File: config.mk
export PLATFORM = sky130hd
export DESIGN_NAME = spi_ram
export DESIGN_NICKNAME = d
export VERILOG_FILES = /design/src/rtl/spi_ram.sv
export SDC_FILE = /design/constraint.sdc
export NUM_CORES = 2
export LEC_CHECK = 0
export ABC_AREA = 1
export CAP_MARGIN = 15
export CORE_ASPECT_RATIO = 1.2
export CORE_UTILIZATION = 35
export CTS_CLUSTER_SIZE = 25
export DETAILED_ROUTE_END_ITERATION = 10
export GPL_ROUTABILITY_DRIVEN = 1
export GPL_TIMING_DRIVEN = 0
export MAX_ROUTING_LAYER = met4
export PLACE_DENSITY = 0.47
export SETUP_SLACK_MARGIN = 0.5
export SYNTH_ARGS = -nofsm -noshare
export SYNTH_HDL_FRONTEND = slang
export SYNTH_SLANG_ARGS = --single-unit
File: constraint.sdc
create_clock -name clk -period 2.5 [get_ports clk]
set_clock_uncertainty 0.05 [all_clocks]
set_input_delay 0.75 -clock clk [delete_from_list [all_inputs] [get_ports clk]]
set_output_delay 0.75 -clock clk [all_outputs]
set_load 0.02 [all_outputs]
File: src/rtl/spi_ram.sv
// spi_ram: byte-wide memory behind an SPI slave command stream.
// Each 10-bit command carries a 2-bit opcode and an 8-bit payload:
//   00 load write pointer, 01 write data, 10 load read pointer, 11 read data.
// Write and read pointers are fully independent and optionally auto-increment
// after every data access, wrapping at the top of the memory.
module spi_ram #(
  parameter int MEM_DEPTH = 256,
  parameter int ADDR_SIZE = 8,
  parameter int AUTO_INC  = 1
) (
  input  logic       clk,
  input  logic       rst,
  input  logic [9:0] din,
  input  logic       rx_valid,
  output logic [7:0] dout,
  output logic       tx_valid,
  output logic       rd_err
);

  localparam logic [1:0] OP_WR_ADDR = 2'b00;
  localparam logic [1:0] OP_WR_DATA = 2'b01;
  localparam logic [1:0] OP_RD_ADDR = 2'b10;
  localparam logic [1:0] OP_RD_DATA = 2'b11;

  localparam logic [ADDR_SIZE-1:0] LAST_ADDR = ADDR_SIZE'(MEM_DEPTH - 1);
  localparam logic [ADDR_SIZE-1:0] ADDR_ONE  = ADDR_SIZE'(1);

  // Storage is deliberately left out of reset so it can map onto block RAM
  // and so contents survive a reset.
  logic [7:0]           mem [0:MEM_DEPTH-1];
  logic [ADDR_SIZE-1:0] wr_ptr;
  logic [ADDR_SIZE-1:0] rd_ptr;
  logic                 rd_addr_set;

  // Map the 8-bit payload onto the address width, zero-extending or
  // truncating as the ADDR_SIZE parameter requires.
  function automatic logic [ADDR_SIZE-1:0] to_addr(input logic [7:0] b);
    logic [ADDR_SIZE+7:0] ext;
    ext = {{ADDR_SIZE{1'b0}}, b};
    return ext[ADDR_SIZE-1:0];
  endfunction

  // Post-access pointer advance: explicit wrap from the last word to 0,
  // or hold when auto-increment is disabled.
  function automatic logic [ADDR_SIZE-1:0] ptr_next(input logic [ADDR_SIZE-1:0] p);
    if (AUTO_INC == 0) return p;
    if (p == LAST_ADDR) return '0;
    return p + ADDR_ONE;
  endfunction

  // ---- stage p0: command decode (combinational, same cycle as rx_valid) ----
  logic [1:0] op_p0;
  logic [7:0] pay_p0;
  logic       wr_addr_p0;
  logic       wr_data_p0;
  logic       rd_addr_p0;
  logic       rd_fire_p0;
  logic       rd_miss_p0;

  // Qualify each opcode with rx_valid; a read only fires once an address is loaded.
  always_comb begin
    op_p0      = din[9:8];
    pay_p0     = din[7:0];
    wr_addr_p0 = 1'b0;
    wr_data_p0 = 1'b0;
    rd_addr_p0 = 1'b0;
    rd_fire_p0 = 1'b0;
    rd_miss_p0 = 1'b0;
    if (rx_valid) begin
      case (op_p0)
        OP_WR_ADDR: wr_addr_p0 = 1'b1;
        OP_WR_DATA: wr_data_p0 = 1'b1;
        OP_RD_ADDR: rd_addr_p0 = 1'b1;
        OP_RD_DATA: begin
          rd_fire_p0 = rd_addr_set;
          rd_miss_p0 = ~rd_addr_set;
        end
        default: ;
      endcase
    end
  end

  // ---- stage p1: registered state and outputs ----

  // Memory write port; no reset so contents persist across rst.
  always_ff @(posedge clk) begin
    if (wr_data_p0) mem[wr_ptr] <= pay_p0;
  end

  // Write pointer: loaded by opcode 00, advanced after each opcode 01.
  always_ff @(posedge clk or posedge rst) begin
    if (rst) begin
      wr_ptr <= '0;
    end else if (wr_addr_p0) begin
      wr_ptr <= to_addr(pay_p0);
    end else if (wr_data_p0) begin
      wr_ptr <= ptr_next(wr_ptr);
    end
  end

  // Read pointer and address-loaded flag: loaded by opcode 10, advanced after each successful read.
  always_ff @(posedge clk or posedge rst) begin
    if (rst) begin
      rd_ptr      <= '0;
      rd_addr_set <= 1'b0;
    end else if (rd_addr_p0) begin
      rd_ptr      <= to_addr(pay_p0);
      rd_addr_set <= 1'b1;
    end else if (rd_fire_p0) begin
      rd_ptr      <= ptr_next(rd_ptr);
    end
  end

  // Sticky read error: set by a read with no address loaded, cleared only by opcode 10.
  always_ff @(posedge clk or posedge rst) begin
    if (rst) begin
      rd_err <= 1'b0;
    end else if (rd_addr_p0) begin
      rd_err <= 1'b0;
    end else if (rd_miss_p0) begin
      rd_err <= 1'b1;
    end
  end

  // Read data and its one-cycle qualifier; dout holds between successful reads.
  always_ff @(posedge clk or posedge rst) begin
    if (rst) begin
      dout     <= 8'h00;
      tx_valid <= 1'b0;
    end else begin
      tx_valid <= rd_fire_p0;
      if (rd_fire_p0) dout <= mem[rd_ptr];
    end
  end

endmodule

==> metrics.cfg <==
[die]
die-area_sq_um=249000
core_sq_um=245000
num_rows=199
die_w_um=455
start_util_pct=35.2
die_h_um=546
ioPinCount=23

[power_and_ir_drop]
power_mw=101
pwr_density_cell_nw_per_um2=937
leakage_nw=39.6
vdd_drop_max_mv=0.688

[critical_path]
crit_top_cell=nand3_1
cpPeakStageDelay_ps=620
cp_num_buf_inv=3
path_delay_family=buffers and inverters
endpoint_kind=register
critical_path_arrival_ps=3910
path_class=register to register
slowest_stage=clkdlybuf4s15_2
worst-path-max-fanout=10
required_ps=3270
crit_chain=clkbuf_2 -> inv_2 -> clkdlybuf4s15_2 -> nand3_1 -> nand3_1 -> nand2_4 -> nand2_1 -> nand3_2 -> nor2_4 -> nor2_1
start_kind=register

[sta]
setup_slack_ps=-641
min_period_over_period_pct=126
worst_pin_slew_ps=1370
hold_slack_ps=106
post-route-min-period_ps=3140
setup_viol=9
hold_violations=0
finalSetupTns_ps=-4240
max-slew-margin-rel_pct=8.83
maxSlewViolCount=0
fmax_mhz=318
rsz0062_at_grt=yes

[global_route]
antenna_found_initial=36
grt_pass1_vias=60600
grt_max_degree=149
gr-total-overflow=0
grt_usage_pct=36.4
grt_pass1_wl_mm=575

[yosys]
syn-cell-area_sq_um=86300
syn_area_per_cell_sq_um=11.4
yosysMostFrequentCell=nand2_1
syn_inst=7568
synth-seq-cells=2075
async_flop_share_pct=1.30
ys.flop_type=edfxtp_1
yosys.area.top_type=edfxtp_1
ys_types=32
synth_area_leaders=edfxtp_1, nand2_1, nand3_1
yosys-top-cells-count=nand2_1, edfxtp_1, nand3_1
synth-seq-area-share_pct=72.0
synth-edff-count=2048
synth_top_area_share_pct=71.2
yosysWarnings=0
syn_nets=7586

[layout]
fillCellCount=22700
drive_gt1_share_pct=19.4
area_growth_pct=25.4
final_nets=8262
finalCoreUtilization_pct=44.2

[clock_network]
clock_latency_ps=920
h-tree-depth=4
clk_path_buf_depth=4
cts_sinks=2075
cts_tree=built
cts_buffers=218
path_clk_slew_ps=60
cts_root_buffer=clkbuf_16

[route]
vias=68300
first_iter_violations=11400
drtPass1Iterations=7
met2_length_mm=201
wirelength_mm=450
wl_met1_mm=161
avgRoutedWirePerCell_um=38.6
antenna_left=0
top_layer_used=met4
via_per_inst=5.86
drc=0
wl_met3_mm=48.1

[status]
failed_checks=setup timing
status=finished, violations left

[worst_hold_path]
hp-class=input pin to register

[placed_design]
gp_congestion=1.05
portBuffers=22
dpl.hpwl_mm=312

[run]
drv_cap=0

==> logic make-up after synthesis <==
logic type,count (synthesis),synth area share (%)
adder cells (fa/ha/maj),5,0.0725
AO/OA/AOI/OAI,181,1.33
AND/OR/NAND/NOR,4462,22.1
flip-flops,2075,72.0
XOR/XNOR,5,0.0507
buffers and inverters,840,4.46
==> layout make-up <==
| type | count | area [sq um] | share of cell area [%] |
|---|---|---|---|
| Sequential cell | 2075 | 62200 | 57.4 |
| Multi-Input combinational cell | 4653 | 22700 | 21.0 |
| Timing Repair Buffer | 456 | 6670 | 6.16 |
| Clock buffer | 282 | 5770 | 5.33 |
| Buffer | 484 | 4610 | 4.26 |
| Tap cell | 3216 | 4020 | 3.72 |
| Inverter | 356 | 1400 | 1.29 |
| Clock inverter | 108 | 813 | 0.751 |
| Antenna cell | 25 | 62.6 | 0.0578 |
==> layer usage <==
| metal | vias to the layer above | GRT usage [%] |
|---|---|---|
| met5 | - | - |
| met1 | 34200 | 44.1 |
| met4 | 0 | 26.1 |
| met2 | 5122 | 53.8 |
| met3 | 1321 | 7.45 |
| li1 | 27700 | - |
==> through the flow <==
stage | worst slack, ps | instances | area, sq um
2_1_floorplan | 156 | 7568 | 87900
3_3_place_gp | -8430 | 10800 | 92100
3_5_place_dp | -2130 | 10900 | 94000
4_1_cts | -411 | 11500 | 106000
5_1_grt | -442 | 11700 | 108000
6_report | -641 | 11700 | 108000
==> state kept, by name, indices dropped and copies added, names as in the netlist <==
name and flops:
tx_valid 1, wr_ptr 8, rd_addr_set 1, dout 8
rd_err 1, rd_ptr 8, mem 2048
==> layout by cell type (no fill, tap or decap), types with 34 or more instances in the layout <==
cell type / n
inv_1: 330
buf_8: 70
o21ai_0: 75
buf_6: 171
nor2_4: 203
buf_16: 34
clkbuf_1: 73
nand3_1: 1617
clkinv_1: 53
edfxtp_1: 2048
clkbuf_2: 41
buf_12: 191
nand2_1: 2235
nor2_1: 199
buf_4: 265
nor2_2: 38
or2_2: 72
o211ai_1: 84
clkinv_2: 38
clkbuf_4: 62
buf_2: 55
clkbuf_16: 236
==> report_power, final <==
group	switching (mW)	internal (mW)
logic	23.4	7.69
clock network	14.4	17.4
registers	0.147	38.4
==> timing repair <==
action / 4_1_cts / 5_1_grt
gates cloned: 4 / 4
hold buffers: 1 / 0
gates resized for setup: 650 / 373
endpoints found under the hold margin: 1 / 0
setup endpoints to repair: 2078 / 2047
buffers inserted: 195 / 120
pin swaps: 126 / 71
==> path summary, 6_finish.rpt <==
path | from | endpoint | slack (ps) | cells past startpoint
worst max-delay path | rd_ptr[4] | dout[0] | -640 | 10
min in group asynchronous | rst | rd_err | 490 | 3
worst max register to register | rd_ptr[4] | dout[0] | -640 | 10
worst min-delay path | din[1] | mem[112][1] | 110 | 1
max in group asynchronous | rst | dout[5] | 1480 | 4
worst min register to register | rd_addr_set | rd_addr_set | 440 | 2
(Power assumes the default switching activity.)
